`config.mk`:
```
export PLATFORM = sky130hd
export DESIGN_NAME = trigger_gen
export DESIGN_NICKNAME = d
export VERILOG_FILES = /design/src/rtl/trigger_gen_pkg.sv /design/src/rtl/trigger_chan.sv /design/src/rtl/trigger_gen.sv
export SDC_FILE = /design/constraint.sdc
export NUM_CORES = 2
export LEC_CHECK = 0
export CAP_MARGIN = 5
export CORE_AREA = 4 4 434 436
export DETAILED_ROUTE_END_ITERATION = 6
export DIE_AREA = 0 0 438 440
export GPL_ROUTABILITY_DRIVEN = 0
export RECOVER_POWER = 50
export SYNTH_ARGS = -nofsm -noshare
export SYNTH_HDL_FRONTEND = slang
export SYNTH_HIERARCHICAL = 1
export SYNTH_SLANG_ARGS = --single-unit
```
`constraint.sdc`:
```
create_clock -name clk -period 6.77 [get_ports clk]
set_input_delay 2.031 -clock clk [delete_from_list [all_inputs] [get_ports clk]]
set_output_delay 2.031 -clock clk [all_outputs]
set_load 0.005 [all_outputs]
```
`src/rtl/trigger_gen_pkg.sv`:
```
// Shared types and default sizing for the trigger generator.
package trigger_gen_pkg;

  localparam int CW      = 24;  // period/high/phase counter width
  localparam int BW      = 8;   // burst-count width
  localparam int LED_DIV = 50;  // channel-0 rising edges per LED toggle

  typedef enum logic [1:0] {
    IDLE  = 2'd0,
    DELAY = 2'd1,
    RUN   = 2'd2
  } chan_state_e;

  // Channel configuration layout at the default widths.
  typedef struct packed {
    logic [CW-1:0] period;
    logic [CW-1:0] high;
    logic [CW-1:0] phase;
    logic [BW-1:0] burst;
  } trig_cfg_t;

  // Channel-select width: at least one bit even for a single channel.
  function automatic int chw(input int n);
    return (n > 1) ? $clog2(n) : 1;
  endfunction

endpackage

```
`src/rtl/trigger_chan.sv`:
```
// One trigger channel: shadow/active config, IDLE/DELAY/RUN FSM,
// period/phase/pulse counters and registered q/busy/done.
module trigger_chan #(
  parameter int CW = trigger_gen_pkg::CW,
  parameter int BW = trigger_gen_pkg::BW
) (
  input  logic          clk,
  input  logic          rst,
  input  logic          wr,
  input  logic [CW-1:0] period,
  input  logic [CW-1:0] high,
  input  logic [CW-1:0] phase,
  input  logic [BW-1:0] burst,
  input  logic          start,
  input  logic          stop,
  output logic          q,
  output logic          busy,
  output logic          done
);
  import trigger_gen_pkg::*;

  typedef struct packed {
    logic [CW-1:0] period;
    logic [CW-1:0] high;
    logic [CW-1:0] phase;
    logic [BW-1:0] burst;
  } cfg_t;

  cfg_t          shd, act, act_n;
  chan_state_e   state, st_n;
  logic [CW-1:0] cnt, cnt_n, dcnt, dcnt_n, peff, peff_n;
  logic [BW-1:0] pcnt, pcnt_n;
  logic          last_n;

  function automatic logic [CW-1:0] eff_period(input logic [CW-1:0] p);
    return (p == '0) ? CW'(1) : p;
  endfunction

  // Next-state decode; q and done are computed from the next state so the
  // registered outputs line up with the cycle the counters describe.
  always_comb begin
    st_n   = state;
    cnt_n  = cnt;
    dcnt_n = dcnt;
    pcnt_n = pcnt;
    act_n  = act;
    peff   = eff_period(act.period);
    if (stop) begin
      st_n   = IDLE;
      cnt_n  = '0;
      dcnt_n = '0;
      pcnt_n = '0;
    end else if (start) begin
      act_n  = shd;
      cnt_n  = '0;
      dcnt_n = '0;
      pcnt_n = '0;
      st_n   = (shd.phase != '0) ? DELAY : RUN;
    end else begin
      case (state)
        DELAY: begin
          if (dcnt == act.phase - CW'(1)) begin
            st_n  = RUN;
            cnt_n = '0;
          end else begin
            dcnt_n = dcnt + CW'(1);
          end
        end
        RUN: begin
          if (cnt == peff - CW'(1)) begin
            cnt_n = '0;
            // >= so a burst shortened by a reload still terminates
            if (act.burst != '0 && pcnt >= act.burst - BW'(1)) begin
              st_n   = IDLE;
              pcnt_n = '0;
            end else begin
              act_n = shd;  // config changes take effect only on a wrap
              if (pcnt != '1) pcnt_n = pcnt + BW'(1);
            end
          end else begin
            cnt_n = cnt + CW'(1);
          end
        end
        default: ;
      endcase
    end
    peff_n = eff_period(act_n.period);
    last_n = (st_n == RUN) && (cnt_n == peff_n - CW'(1)) &&
             (act_n.burst != '0) && (pcnt_n >= act_n.burst - BW'(1));
  end

  // Channel state, config registers and registered outputs.
  always_ff @(posedge clk) begin
    if (rst) begin
      state <= IDLE;
      cnt   <= '0;
      dcnt  <= '0;
      pcnt  <= '0;
      shd   <= '0;
      act   <= '0;
      q     <= 1'b0;
      busy  <= 1'b0;
      done  <= 1'b0;
    end else begin
      if (wr) shd <= '{period: period, high: high, phase: phase, burst: burst};
      state <= st_n;
      cnt   <= cnt_n;
      dcnt  <= dcnt_n;
      pcnt  <= pcnt_n;
      act   <= act_n;
      q     <= (st_n == RUN) && (cnt_n < act_n.high);
      busy  <= (st_n != IDLE);
      done  <= last_n;
    end
  end

endmodule

```
`src/rtl/trigger_gen.sv`:
```
// Multi-channel periodic trigger generator: config write decode, one
// trigger_chan per channel, and a heartbeat LED driven by channel 0.
module trigger_gen #(
  parameter  int NCH     = 4,
  parameter  int CW      = trigger_gen_pkg::CW,
  parameter  int BW      = trigger_gen_pkg::BW,
  parameter  int LED_DIV = trigger_gen_pkg::LED_DIV,
  localparam int CHW     = trigger_gen_pkg::chw(NCH)
) (
  input  logic           clk,
  input  logic           rst,
  input  logic           cfg_wr,
  input  logic [CHW-1:0] cfg_ch,
  input  logic [CW-1:0]  cfg_period,
  input  logic [CW-1:0]  cfg_high,
  input  logic [CW-1:0]  cfg_phase,
  input  logic [BW-1:0]  cfg_burst,
  input  logic [NCH-1:0] start,
  input  logic [NCH-1:0] stop,
  output logic [NCH-1:0] q,
  output logic [NCH-1:0] busy,
  output logic [NCH-1:0] done,
  output logic           led
);
  import trigger_gen_pkg::*;

  localparam int LW = (LED_DIV > 1) ? $clog2(LED_DIV) : 1;

  logic [NCH-1:0] wr_sel;
  logic [LW-1:0]  led_cnt;
  logic           q0_d;

  // Write decode; a select at or beyond NCH matches no channel.
  always_comb begin
    wr_sel = '0;
    for (int i = 0; i < NCH; i++)
      wr_sel[i] = cfg_wr && (int'(cfg_ch) == i);
  end

  for (genvar i = 0; i < NCH; i++) begin : g_ch
    trigger_chan #(.CW(CW), .BW(BW)) u_chan (
      .clk    (clk),
      .rst    (rst),
      .wr     (wr_sel[i]),
      .period (cfg_period),
      .high   (cfg_high),
      .phase  (cfg_phase),
      .burst  (cfg_burst),
      .start  (start[i]),
      .stop   (stop[i]),
      .q      (q[i]),
      .busy   (busy[i]),
      .done   (done[i])
    );
  end

  // Heartbeat: count channel-0 rising edges and toggle on each wrap.
  always_ff @(posedge clk) begin
    if (rst) begin
      led_cnt <= '0;
      q0_d    <= 1'b0;
      led     <= 1'b0;
    end else begin
      q0_d <= q[0];
      if (q[0] && !q0_d) begin
        if (led_cnt == LW'(LED_DIV - 1)) begin
          led_cnt <= '0;
          led     <= ~led;
        end else begin
          led_cnt <= led_cnt + LW'(1);
        end
      end
    end
  end

endmodule

```
# Word-level counts from Yosys, hierarchy flattened
# Index checks and enable logic that the tools add are counted.
# W data, S select, Z words.
dict set report totals {
  output_inout_bits 13
  input_bits 93
  register_bits 892
}
dict set report op_classes {
  add_sub_neg 33
  order_cmp 12
  reduce_logical 72
  n_eq_ne 36
  muxes 101
  bitwise 9
}
# operator count
set ops {}
lappend ops {{$mux W80} 20}
lappend ops {{$mux W24} 24}
lappend ops {{$eq A24 B24 Y1} 12}
lappend ops {{$sub A24 B1 Y24 const B} 12}
lappend ops {{$add A24 B1 Y24 const B} 8}
lappend ops {{$logic_not A24 Y1} 8}
lappend ops {{$mux W8} 24}
lappend ops {{$pmux W24 S2} 4}
lappend ops {{$lt A24 B24 Y1} 4}
lappend ops {{$reduce_bool A24 Y1} 4}
lappend ops {{$ge A8 B8 Y1} 8}
lappend ops {{$reduce_bool A8 Y1} 8}
lappend ops {{$sub A8 B1 Y8 const B} 8}
lappend ops {{$mux W2} 24}
lappend ops {{$add A8 B1 Y8 const B} 4}
lappend ops {{$ne A8 B8 Y1 const B} 4}
lappend ops {{$logic_and A1 B1 Y1} 25}
lappend ops {{$reduce_bool A2 Y1} 12}
lappend ops {{$eq A2 B2 Y1 const B} 10}
lappend ops {{$pmux W2 S2} 4}
lappend ops {{$reduce_and A4 Y1} 4}
lappend ops {{$reduce_or A3 Y1} 4}
lappend ops {{$eq A2 B1 Y1 const B} 5}
lappend ops {{$reduce_and A2 Y1} 5}
lappend ops {{other kinds (7)} 18}

# Logic depth before layout (Yosys ltp)
dict set report logic_depth {
  depth_word 15
  depth_mapped 33
  ltp_nobuf 30
}

# Modules after synthesis
# The synthesis kept the hierarchy.
# module instances cells_per_inst area_each_um2 seq_area_each_um2
set modules_own_cells {}
lappend modules_own_cells {{trigger_chan (g_ch[0].u_chan ...)} 2 1651 13559.3 4424.2}
lappend modules_own_cells {{trigger_chan (g_ch[2].u_chan)} 1 1672 13919.6 4424.2}
lappend modules_own_cells {{trigger_chan (g_ch[3].u_chan)} 1 1710 13709.4 4424.2}
lappend modules_own_cells {trigger_gen 1 49 426.7 160.2}

# Worst setup path before layout
# OpenSTA, ideal clock, no wires.
dict set report synth_path {
  path_kind {flip-flop to flip-flop}
  from {register g_ch[0].u_chan/act[74] (netlist name)}
  to {register g_ch[0].u_chan.done}
  stages_incl_launch_ff 32
  path_slack_ns -0.236
  n_path_buf 7
  setup_ns 0.088
  required_ns 6.682
  arrival_time_ns 6.918
  cell_sequence {dfxtp_1 > buf_2 > nor4_4 > nand3_2 > o31a_1 > ha_1 > or3b_1 > nor4_1 > o32ai_1 > o21a_1 > a2111oi_0 > and4_1 > buf_4 > a21oi_2 > buf_2 > buf_4 > clkbuf_1 > buf_2 > buf_2 > mux2i_1 > ha_1 > nor3b_1 > and3_1 > nand2_1 > nor4b_1 > nand2_1 > xnor2_1 > o21ai_0 > xnor2_1 > or4_1 > a2111o_1 > nor4_2}
}
dict set report synth_via {
  elab_chain_cells 15
  word_cells_on_any_way 32
}
# item line_no
set synth_lines {}
lappend synth_lines {{start, declared} trigger_chan.sv:29} ;# cfg_t shd, act, act_n;
lappend synth_lines {{start signal, assigned} trigger_chan.sv:110} ;# act <= act_n;
lappend synth_lines {{$logic_not A24 Y1} trigger_chan.sv:36} ;# return (p == '0) ? CW'(1) : p;
lappend synth_lines {{$mux W24} trigger_chan.sv:36}
lappend synth_lines {{$sub A24 B1 Y24} trigger_chan.sv:70} ;# if (cnt == peff - CW'(1)) begin
lappend synth_lines {{$eq A24 B24 Y1} trigger_chan.sv:70}
lappend synth_lines {{$mux W80} trigger_chan.sv:70}
lappend synth_lines {{$mux W80} trigger_chan.sv:60} ;# case (state)
lappend synth_lines {{$mux W80} trigger_chan.sv:53} ;# end else if (start) begin
lappend synth_lines {{$mux W80} trigger_chan.sv:48} ;# if (stop) begin
lappend synth_lines {{$logic_not A24 Y1} trigger_chan.sv:36}
lappend synth_lines {{$mux W24} trigger_chan.sv:36}
lappend synth_lines {{$sub A24 B1 Y24} trigger_chan.sv:88} ;# last_n = (st_n == RUN) && (cnt_n == peff_n - CW'(1)) &&
lappend synth_lines {{$eq A24 B24 Y1} trigger_chan.sv:88}
lappend synth_lines {{$logic_and A1 B1 Y1 (2 in series)} trigger_chan.sv:88}
lappend synth_lines {{$logic_and A1 B1 Y1 *} trigger_chan.sv:89} ;# (act_n.burst != '0) && (pcnt_n >= act_n.burst - BW'(1));
lappend synth_lines {{end signal, assigned} trigger_chan.sv:113} ;# done <= last_n;
lappend synth_lines {{end, declared} trigger_chan.sv:18} ;# output logic done
# Every way passes the cells marked *; elsewhere a longest branch is shown, timed or not. The select of a mux whose other input is x is not followed.
# A chain may end at the register's enable or synchronous reset.

# Worst setup path in the final report
dict set report layout_path {
  from {register g_ch[3].u_chan/act[75] (netlist name)}
  to {register g_ch[3].u_chan.done}
}
dict set report layout_via {
  elab_chain_cells 15
  word_cells_on_any_way 32
}
# item line_no
set layout_lines {}
lappend layout_lines {{start, declared} trigger_chan.sv:29}
lappend layout_lines {{start signal, assigned} trigger_chan.sv:110}
lappend layout_lines {{$logic_not A24 Y1} trigger_chan.sv:36}
lappend layout_lines {{$mux W24} trigger_chan.sv:36}
lappend layout_lines {{$sub A24 B1 Y24} trigger_chan.sv:70}
lappend layout_lines {{$eq A24 B24 Y1} trigger_chan.sv:70}
lappend layout_lines {{$mux W80} trigger_chan.sv:70}
lappend layout_lines {{$mux W80} trigger_chan.sv:60}
lappend layout_lines {{$mux W80} trigger_chan.sv:53}
lappend layout_lines {{$mux W80} trigger_chan.sv:48}
lappend layout_lines {{$logic_not A24 Y1} trigger_chan.sv:36}
lappend layout_lines {{$mux W24} trigger_chan.sv:36}
lappend layout_lines {{$sub A24 B1 Y24} trigger_chan.sv:88}
lappend layout_lines {{$eq A24 B24 Y1} trigger_chan.sv:88}
lappend layout_lines {{$logic_and A1 B1 Y1 (2 in series)} trigger_chan.sv:88}
lappend layout_lines {{$logic_and A1 B1 Y1 *} trigger_chan.sv:89}
lappend layout_lines {{end signal, assigned} trigger_chan.sv:113}
lappend layout_lines {{end, declared} trigger_chan.sv:18}
# Marked as above.

==> metrics <==
H-tree levels=3; DR pass1 iterations=7; synth warn=6; die height=440 um; minimum clock period=6.48 ns; first-pass GRT wire length=288000 um; I/O Pins=106; Worst R2R Path Depth=29; critical path's slowest cell=or4b_4; final hold violation count=0; CP max FO=5; Synth area leaders=dfxtp_1 (32%), mux2i_1 (12%), nor2_1 (7.4%); Highest Clock Rate=0.154 GHz; Yosys reg bits=892; Initial DRC Count=4659; largest net degree at the start of global routing=187; R2R Setup Slk=0.29 ns; Leakage Power=25.2 nW; layout cells sized above 1=8.56%; GR Overflow Total=0; failing checks=DRC, capacitance limit, slew limit; total power=13.6 mW; die area=193000 um^2; antenna violations before repair=12; status=finished, violations left; Net Count, Synth=7028; worst path bufs/invs=1; num rows=158; Min-Delay Path Class=flop to flop; Post-Syn Instances=6733; TritonCTS clock tree=yes; Clock Pin Slew Worst Setup and Hold Paths=0.06 ns; Synth top cells by count=nor2_1 (1089), dfxtp_1 (892), mux2i_1 (645); Crit path depth=29; delay-heaviest family, CP=simple AND/OR/NAND/NOR gates; Avg Cell Area, Syn=8.19 um^2; max-slew violation count=525; Max stage delay on crit path=0.49 ns; crit start category=flop; root cell of the clock tree=clkbuf_16; Yosys top cell by area=dfxtp_1; synthesized cell area=55200 um^2; Die Wd=438 um; sequential area share after synthesis=32.4%; ys async rst share=0%; Synth Flop Type=dfxtp_1; count leader, synth=nor2_1; Setup Skew=0.0243 ns; Wirelength per Cell=20.3 um; ANT nets after route=0; number of global-route vias before repair=47500; Hold Buf Count CTS=0; Worst slew margin=-96.3%; total CTS buffers=99; worst setup path category=flop to flop; CP Capture Type=flop; Synth top area share=32.4%; Port Buffers=105; VDD IR max=0.000180 V; hpwl dp=140000 um; Max Cap Viol=10; worst-case clock buffer depth=3; latest clock arrival within the worst-skew pair=0.73 ns; DR DRC count=2; multi-input logic area=35400 um^2; Initial Util=29.9%; Sequential Area=17900 um^2; fin nets=7048; Critical Path AT=7.09 ns; final setup fails=0; Worst Tran Pin Value=2.95 ns; DRT Wirelength=189000 um; fill cell count=19200; RSZ-0062 raised after global routing=yes; core area=185000 um^2; Distinct cells, synth=123; Post-synth EDFFs=0; fin crit share=95.7%; Area growth, synth to finish=14.5%; Post-Layout Cell Count=9321; Vias=50400; Sink Count=892; placed insts=9118; DR vias/cell=5.41; CP required=7.38 ns; Pwr per Cell Area=215 nW/um^2; Total GRT Usage=18.8%; worst hold stages=2
==> worst register-to-register path, delay by kind of cell, from the launching register on <==
family | cells | cell delay [ns]
xor+xnor | 2 | 0.25
buf+inv | 1 | 0.14
flops | 1 | 0.33
simple gates | 17 | 3.71
mux | 1 | 0.17
compound gates | 6 | 1.28
fa+ha+maj | 2 | 0.47
==> report_power, final <==
part	switching (mW)	internal (mW)	leakage (nW)
combinational	1.30	0.880	16.3
sequential	0.105	5.34	7.21
clock	2.39	3.56	1.76
==> cells by family (layout without fill, tap and decap cells) <==
| kind of cell | Yosys count | after routing | share of synthesized area, % |
|---|---|---|---|
| compound gates | 1084 | 1084 | 13.1 |
| xor+xnor | 513 | 513 | 8.22 |
| fa+ha+maj | 202 | 202 | 4.58 |
| buf+inv | 536 | 637 | 4.10 |
| flops | 892 | 892 | 32.4 |
| mux | 659 | 659 | 12.0 |
| other cells | 0 | 5 | 0 |
| simple gates | 2847 | 2849 | 25.7 |
==> per-layer routing <==
layer	part of all wire (%)	wire length [um]	global-route usage, %	vias up
li1	-	-	-	23900
met1	44	83200	25.4	24200
met2	44	84000	30.0	1896
met3	7.2	13700	2.99	394
met4	4.2	7860	7.34	2
met5	0.0037	7	0	-
==> flip-flops by register name (all words and copies together) (netlist names), 6 cells and up <==
| signal | cells |
|---|---|
| led_cnt | 6 |
| g_ch.u_chan/shd | 320 |
| g_ch.u_chan/dcnt | 96 |
| g_ch.u_chan/pcnt | 32 |
| g_ch.u_chan/act | 320 |
| g_ch.u_chan/cnt | 96 |
| g_ch.u_chan/state | 8 |
==> cell type report <==
| class | count | area share (%) |
|---|---|---|
| Clock inverter | 48 | 1.15 |
| Inverter | 124 | 0.737 |
| Timing Repair Buffer | 329 | 4.43 |
| Multi-Input combinational cell | 5307 | 55.9 |
| Antenna cell | 5 | 0.0198 |
| Tap cell | 2480 | 4.91 |
| Sequential cell | 892 | 28.3 |
| Clock buffer | 136 | 4.54 |
==> per-stage QoR <==
step	instance area (um^2)	worst slack (ns)	setup TNS (ns)	hold WS (ns)	utilization [%]
4_1_cts	63000	0.0102	0	0.474	34.1
6_report	63200	0.291	0	0.474	34.2
5_1_grt	63200	-0.0796	-0.0796	0.503	34.2
3_5_place_dp	59400	-0.0457	-0.0679	0.468	32.1
2_1_floorplan	55200	0.000647	0	0.444	-
3_3_place_gp	59400	0.126	0	0.466	32.1
==> final timing paths <==
check | start | endpoint
min | g_ch[3].u_chan/shd[21] | g_ch[3].u_chan/act[21]
min reg2reg | g_ch[3].u_chan/shd[21] | g_ch[3].u_chan/act[21]
max reg2reg | g_ch[3].u_chan/act[75] | g_ch[3].u_chan/done
max | g_ch[3].u_chan/act[75] | g_ch[3].u_chan/done
==> timing repair <==
action	in CTS	in global routing
setup endpoints to repair	1	8
gates resized for setup	1	47
cloned	0	3
pin swaps	0	20
buffers inserted	0	11
==> placed cells by master, fill, tap and decap left out, types with 19 or more instances in the layout <==
cell type	count
xnor2_1	260
nand4_1	89
and3_1	110
o211ai_1	22
clkbuf_8	23
inv_1	122
a211oi_1	26
o21ai_0	230
nand2b_1	69
xor2_1	250
nand3_1	212
nor4_1	108
nor2_1	1087
or3_1	109
clkbuf_16	101
a31oi_1	48
nor3_1	172
clkbuf_1	19
a21oi_1	326
and4_1	28
dfxtp_1	887
o31a_1	20
nor2b_1	82
mux2i_1	642
clkdlybuf4s50_1	89
a22oi_1	27
nand2_1	493
ha_1	199
o31ai_1	23
a21o_1	67
and2_1	58
or4_1	44
o21a_1	24
buf_4	205
No activity file was read; power rests on OpenSTA's default activity.
